==> config.mk <==
export PLATFORM = sky130hd
export DESIGN_NAME = inst_fetch
export DESIGN_NICKNAME = d
export VERILOG_FILES = /design/src/rtl/processor_pkg.sv /design/src/rtl/sat_counter.sv /design/src/rtl/inst_fetch.sv
export SDC_FILE = /design/constraint.sdc
export NUM_CORES = 1
export LEC_CHECK = 0
export BUFFER_PORTS_ARGS = -buffer_cell sky130_fd_sc_hd__clkbuf_2
export CORE_MARGIN = 1.5
export CORE_UTILIZATION = 30
export DETAILED_ROUTE_END_ITERATION = 16
export HOLD_SLACK_MARGIN = 0.12
export REMOVE_ABC_BUFFERS = 1
export SLEW_MARGIN = 20
export SYNTH_ARGS = -nofsm -noshare
export SYNTH_HDL_FRONTEND = slang
export SYNTH_SLANG_ARGS = --single-unit
==> constraint.sdc <==
create_clock -name clk -period 1.4 [get_ports clk]
set_input_delay 0.07 -clock clk [delete_from_list [all_inputs] [get_ports clk]]
set_output_delay 0.07 -clock clk [all_outputs]
set_load 0.03 [all_outputs]
==> src/rtl/processor_pkg.sv <==
// processor_pkg: shared fetch/decode types, default widths and halt encoding
package processor_pkg;
  localparam int ADDR_W = 10;
  localparam int WORD_W = 9;
  localparam logic [WORD_W-1:0] HALT_INSTR = '1;
  typedef enum logic [1:0] {IDLE, FETCH, HALTED} fetch_state_t;
endpackage

==> src/rtl/sat_counter.sv <==
// sat_counter: N-bit up counter that saturates at all-ones, sync clear
// ports: clk, rst (sync active-high), inc (count enable), clr (sync clear), count
module sat_counter #(
  parameter int N = 16
) (
  input  logic         clk,
  input  logic         rst,
  input  logic         inc,
  input  logic         clr,
  output logic [N-1:0] count
);
  always_ff @(posedge clk)
    if (rst || clr) count <= '0;
    else if (inc && count != {N{1'b1}}) count <= count + 1'b1;
endmodule

==> src/rtl/inst_fetch.sv <==
// inst_fetch: fetch stage registering ROM words into the IR with squash, halt and runaway detection
// ports: clk, reset (sync active-high), start (tb handshake), pog_ctr (PC), branch_en (decode branch),
//        rom_addr/rom_data (async ROM), instr/instr_pc/instr_valid (IR), done (program finished)
// optional INST_FETCH_PERF_EN adds perf_fetched / perf_squashed saturating counters
module inst_fetch #(
  parameter int A = processor_pkg::ADDR_W,
  parameter int W = processor_pkg::WORD_W,
  parameter logic [W-1:0] HALT_INSTR = {W{1'b1}}
) (
  input  logic         clk,
  input  logic         reset,
  input  logic         start,
  input  logic [A-1:0] pog_ctr,
  input  logic         branch_en,
  output logic [A-1:0] rom_addr,
  input  logic [W-1:0] rom_data,
  output logic [W-1:0] instr,
  output logic [A-1:0] instr_pc,
  output logic         instr_valid,
  output logic         done
`ifdef INST_FETCH_PERF_EN
  ,
  output logic [15:0]  perf_fetched,
  output logic [15:0]  perf_squashed
`endif
);
  import processor_pkg::*;
  fetch_state_t state, state_nxt;
  logic start_q, start_fall, start_rise, halt_hit, runaway, capture;
  assign rom_addr   = pog_ctr;
  assign start_fall = start_q & ~start;
  assign start_rise = start & ~start_q;
  assign halt_hit   = instr_valid && instr == HALT_INSTR;
  // the last address was issued and decode did not redirect, so the next fetch would wrap to 0
  assign runaway    = instr_valid && instr_pc == {A{1'b1}} && !branch_en;
  always_ff @(posedge clk) start_q <= start;
  always_ff @(posedge clk)
    if (reset) state <= IDLE;
    else state <= state_nxt;
  always_comb begin
    state_nxt = (state == IDLE)  ? (start_fall ? FETCH : IDLE) :
                (state == FETCH) ? (start ? IDLE : (halt_hit || runaway) ? HALTED : FETCH) :
                (start_rise ? IDLE : HALTED);
  end
  always_comb begin
    capture = state == FETCH && state_nxt == FETCH;
    done    = state == HALTED;
  end
  // a branch decided on the current IR means the word now on rom_data is the fall-through, so squash it
  always_ff @(posedge clk)
    if (reset) begin
      instr       <= '0;
      instr_pc    <= '0;
      instr_valid <= 1'b0;
    end else begin
      if (capture) begin
        instr    <= rom_data;
        instr_pc <= pog_ctr;
      end
      instr_valid <= capture && !branch_en;
    end
`ifdef INST_FETCH_PERF_EN
  logic perf_clr;
  assign perf_clr = state == IDLE && state_nxt == FETCH;
  sat_counter #(.N(16)) u_fetched (
    .clk   (clk),
    .rst   (reset),
    .inc   (capture && !branch_en),
    .clr   (perf_clr),
    .count (perf_fetched)
  );
  sat_counter #(.N(16)) u_squashed (
    .clk   (clk),
    .rst   (reset),
    .inc   (state == FETCH && branch_en),
    .clr   (perf_clr),
    .count (perf_squashed)
  );
`endif
endmodule

==> impl_metrics.json <==
{
  "finalWorstSetupSlack_ns": 0.0617,
  "dp_cells": 203,
  "dp_hpwl_um": 1860,
  "cap_violations": 0,
  "cts-root-buf": "clkbuf_8",
  "synth_cell_types": 17,
  "ys.warnings.count": 0,
  "pre_cts_ws_ns": 0.0548,
  "setup_viol": 0,
  "numPortBuffers": 53,
  "rows": 22,
  "tritoncts": "built",
  "drive_gt1_share_pct": 35.4,
  "p_leak_nw": 0.700,
  "vias_per_cell": 4.34,
  "finalWeightedCongestion": 0.690,
  "p_per_area_nw_per_um2": 812,
  "grt_pass1_vias": 1045,
  "p_clk_share_pct": 30.0,
  "hp-class": "in2reg",
  "fmax_ghz": 0.747,
  "total_power_mw": 1.33,
  "multi_input_area_um2": 554,
  "whs_ns": 0.241,
  "start_util_pct": 30.9,
  "slew_headroom_pct": 77.8,
  "finalNetCount": 205,
  "seqPwrFrac_pct": 51.3,
  "drcViolationCount": 0,
  "insertion_delay_ns": 0.26,
  "critPathTopFamily": "buffers and inverters",
  "die_area_um2": 4120,
  "drv_slew": 0,
  "finalCriticalPeriod_ns": 1.34,
  "reg2reg_slack_ns": 0.11,
  "dr.pass1.iters": 4,
  "finalCoreUtilization_pct": 45.2,
  "netlist_area_um2": 1120,
  "grt_pass1_wl_um": 4400,
  "avgSynthCellArea_um2": 9.69,
  "post-route-period-util_pct": 95.6,
  "crit_path_end_kind": "flop",
  "criticalPathCategory": "in2reg",
  "rsz0062_at_grt": "false",
  "die_h_um": 64.2,
  "io-pin-count": 54,
  "p_int_uw": 992,
  "clk_path_buf_depth": 2,
  "synth_top_cell_by_area": "dfxtp_1",
  "yosysSeqAreaShare_pct": 41.0,
  "cpMaxStageDelayCell": "dlygate4sd3_1",
  "vias": 993,
  "worstSetupStartpointType": "input port",
  "layout_common_cells": "clkbuf_2 (52), nand2b_1 (38), dfxtp_1 (23), dlygate4sd3_1 (21), mux2i_1 (19)",
  "fillers": 366,
  "syn_inst": 116,
  "core_um2": 3630,
  "cts.sinks": 23,
  "ant_nets": 0,
  "cp_slowest_stage_delay_ns": 0.55,
  "antenna_found_initial": 0,
  "syn_to_final_growth_pct": 46.1,
  "wl_per_cell_um": 11.4,
  "arrival_ns": 1.52,
  "diodes": 0,
  "register_area_um2": 460,
  "cts_buffers": 3,
  "fin_skew_ns": 0.00492,
  "grt_max_degree": 25,
  "p_sw_uw": 342,
  "final_common_cell": "clkbuf_2",
  "p_comb_share_pct": 18.6,
  "path_max_fanout": 19,
  "synthTopCellsByArea": "dfxtp_1 (41%), nand2b_1 (21%), mux2i_1 (17%)",
  "htreeDepth": 1,
  "tightest_slew_ns": 0.333,
  "ys_ff_latch": 23,
  "grt_use_total_pct": 13.5,
  "drt_iter0_drc": 14,
  "drt_wl_total_um": 2600,
  "status": "finished, final reports clean",
  "grt-ovfl-total": 0,
  "die_x_um": 64.2,
  "required_ns": 1.59,
  "hold_viol": 0,
  "path_clk_slew_ns": 0.08,
  "path_cells": "dlygate4sd3_1 > buf_6 > nor2_2 > nand2_1 > nor3_2 > buf_12 > mux2i_1",
  "synth_top_area_share_pct": 41.0,
  "p_sw_share_pct": 25.6,
  "critPathBufInv": 3,
  "ir_drop_uv": 344,
  "layout.cells.non_filler": 229
}
[what timing repair did]
item / CTS / global route
endpoints found under the hold margin: 22 / 0
hold buffers: 21 / 0
setup buffers: 0 / 1
endpoints found under the setup margin: 0 / 4
gates resized for setup: 0 / 4
[worst paths after layout]
path,endpoint,cells past startpoint,start
worst min register to register,state[1],2,start_q
worst max register to register,instr[1],5,instr_pc[3]
worst max-delay path,instr[1],7,start
worst min-delay path,state[1],2,reset
[synth_stat cells, drive strengths merged]
cell type and count:
nand4b 1, a221oi 1, nor2 2, mux2i 19, inv 1, o21ai 1
nand2 3, o211a 1, nand3b 1, nand2b 38, nor3 5, dfxtp 23
buf 12, nand4 4, clkbuf 4
[state kept, by name (all words and copies together), names as in the netlist]
name         count
instr            9
instr_pc        10
instr_valid      1
start_q          1
state            2
[routing by layer]
layer | GRT usage (%) | share of wire (%)
met4 | 5.59 | 1.3
met5 | 0 | 0
met2 | 25.7 | 52
met1 | 14.8 | 42
met3 | 1.76 | 4.7
[final cells by class]
class	instances	share of cell area [%]
Clock inverter	1	0.305
Inverter	1	0.229
Tap cell	48	3.66
Sequential cell	23	28.0
Clock buffer	3	2.52
Timing Repair Buffer	77	31.5
Multi-Input combinational cell	76	33.8
[worst register-to-register path: cells and delay by family (launching register included)]
family | cells | cell delay [ns]
buffers and inverters | 1 | 0.17
multiplexers | 1 | 0.14
AND/OR/NAND/NOR | 3 | 0.49
flip-flops | 1 | 0.37
[power groups by stage]
stage	combinational [mW]	sequential, mW	clock [mW]
final	0.249	0.684	0.401
after detailed placement	0.202	0.700	0
after global placement	0.198	0.699	0
after global routing	0.269	0.687	0.449
after CTS	0.248	0.684	0.425
after floorplan	0.0565	0.725	0
[cells by family after synthesis]
family	share of synthesized area, %
buffers and inverters	10.4
AOI/OAI and AO/OA	2.12
DFF	41.0
muxes	16.9
and+or+nand+nor	29.6
[stage by stage]
stage	setup TNS, ns	instance area [um^2]
floorplan	-28.75	1010
global placement	0	1370
detailed placement	0	1370
CTS	0	1630
global route	0	1640
finish	0	1640
Power figures use the tool's default switching activity.
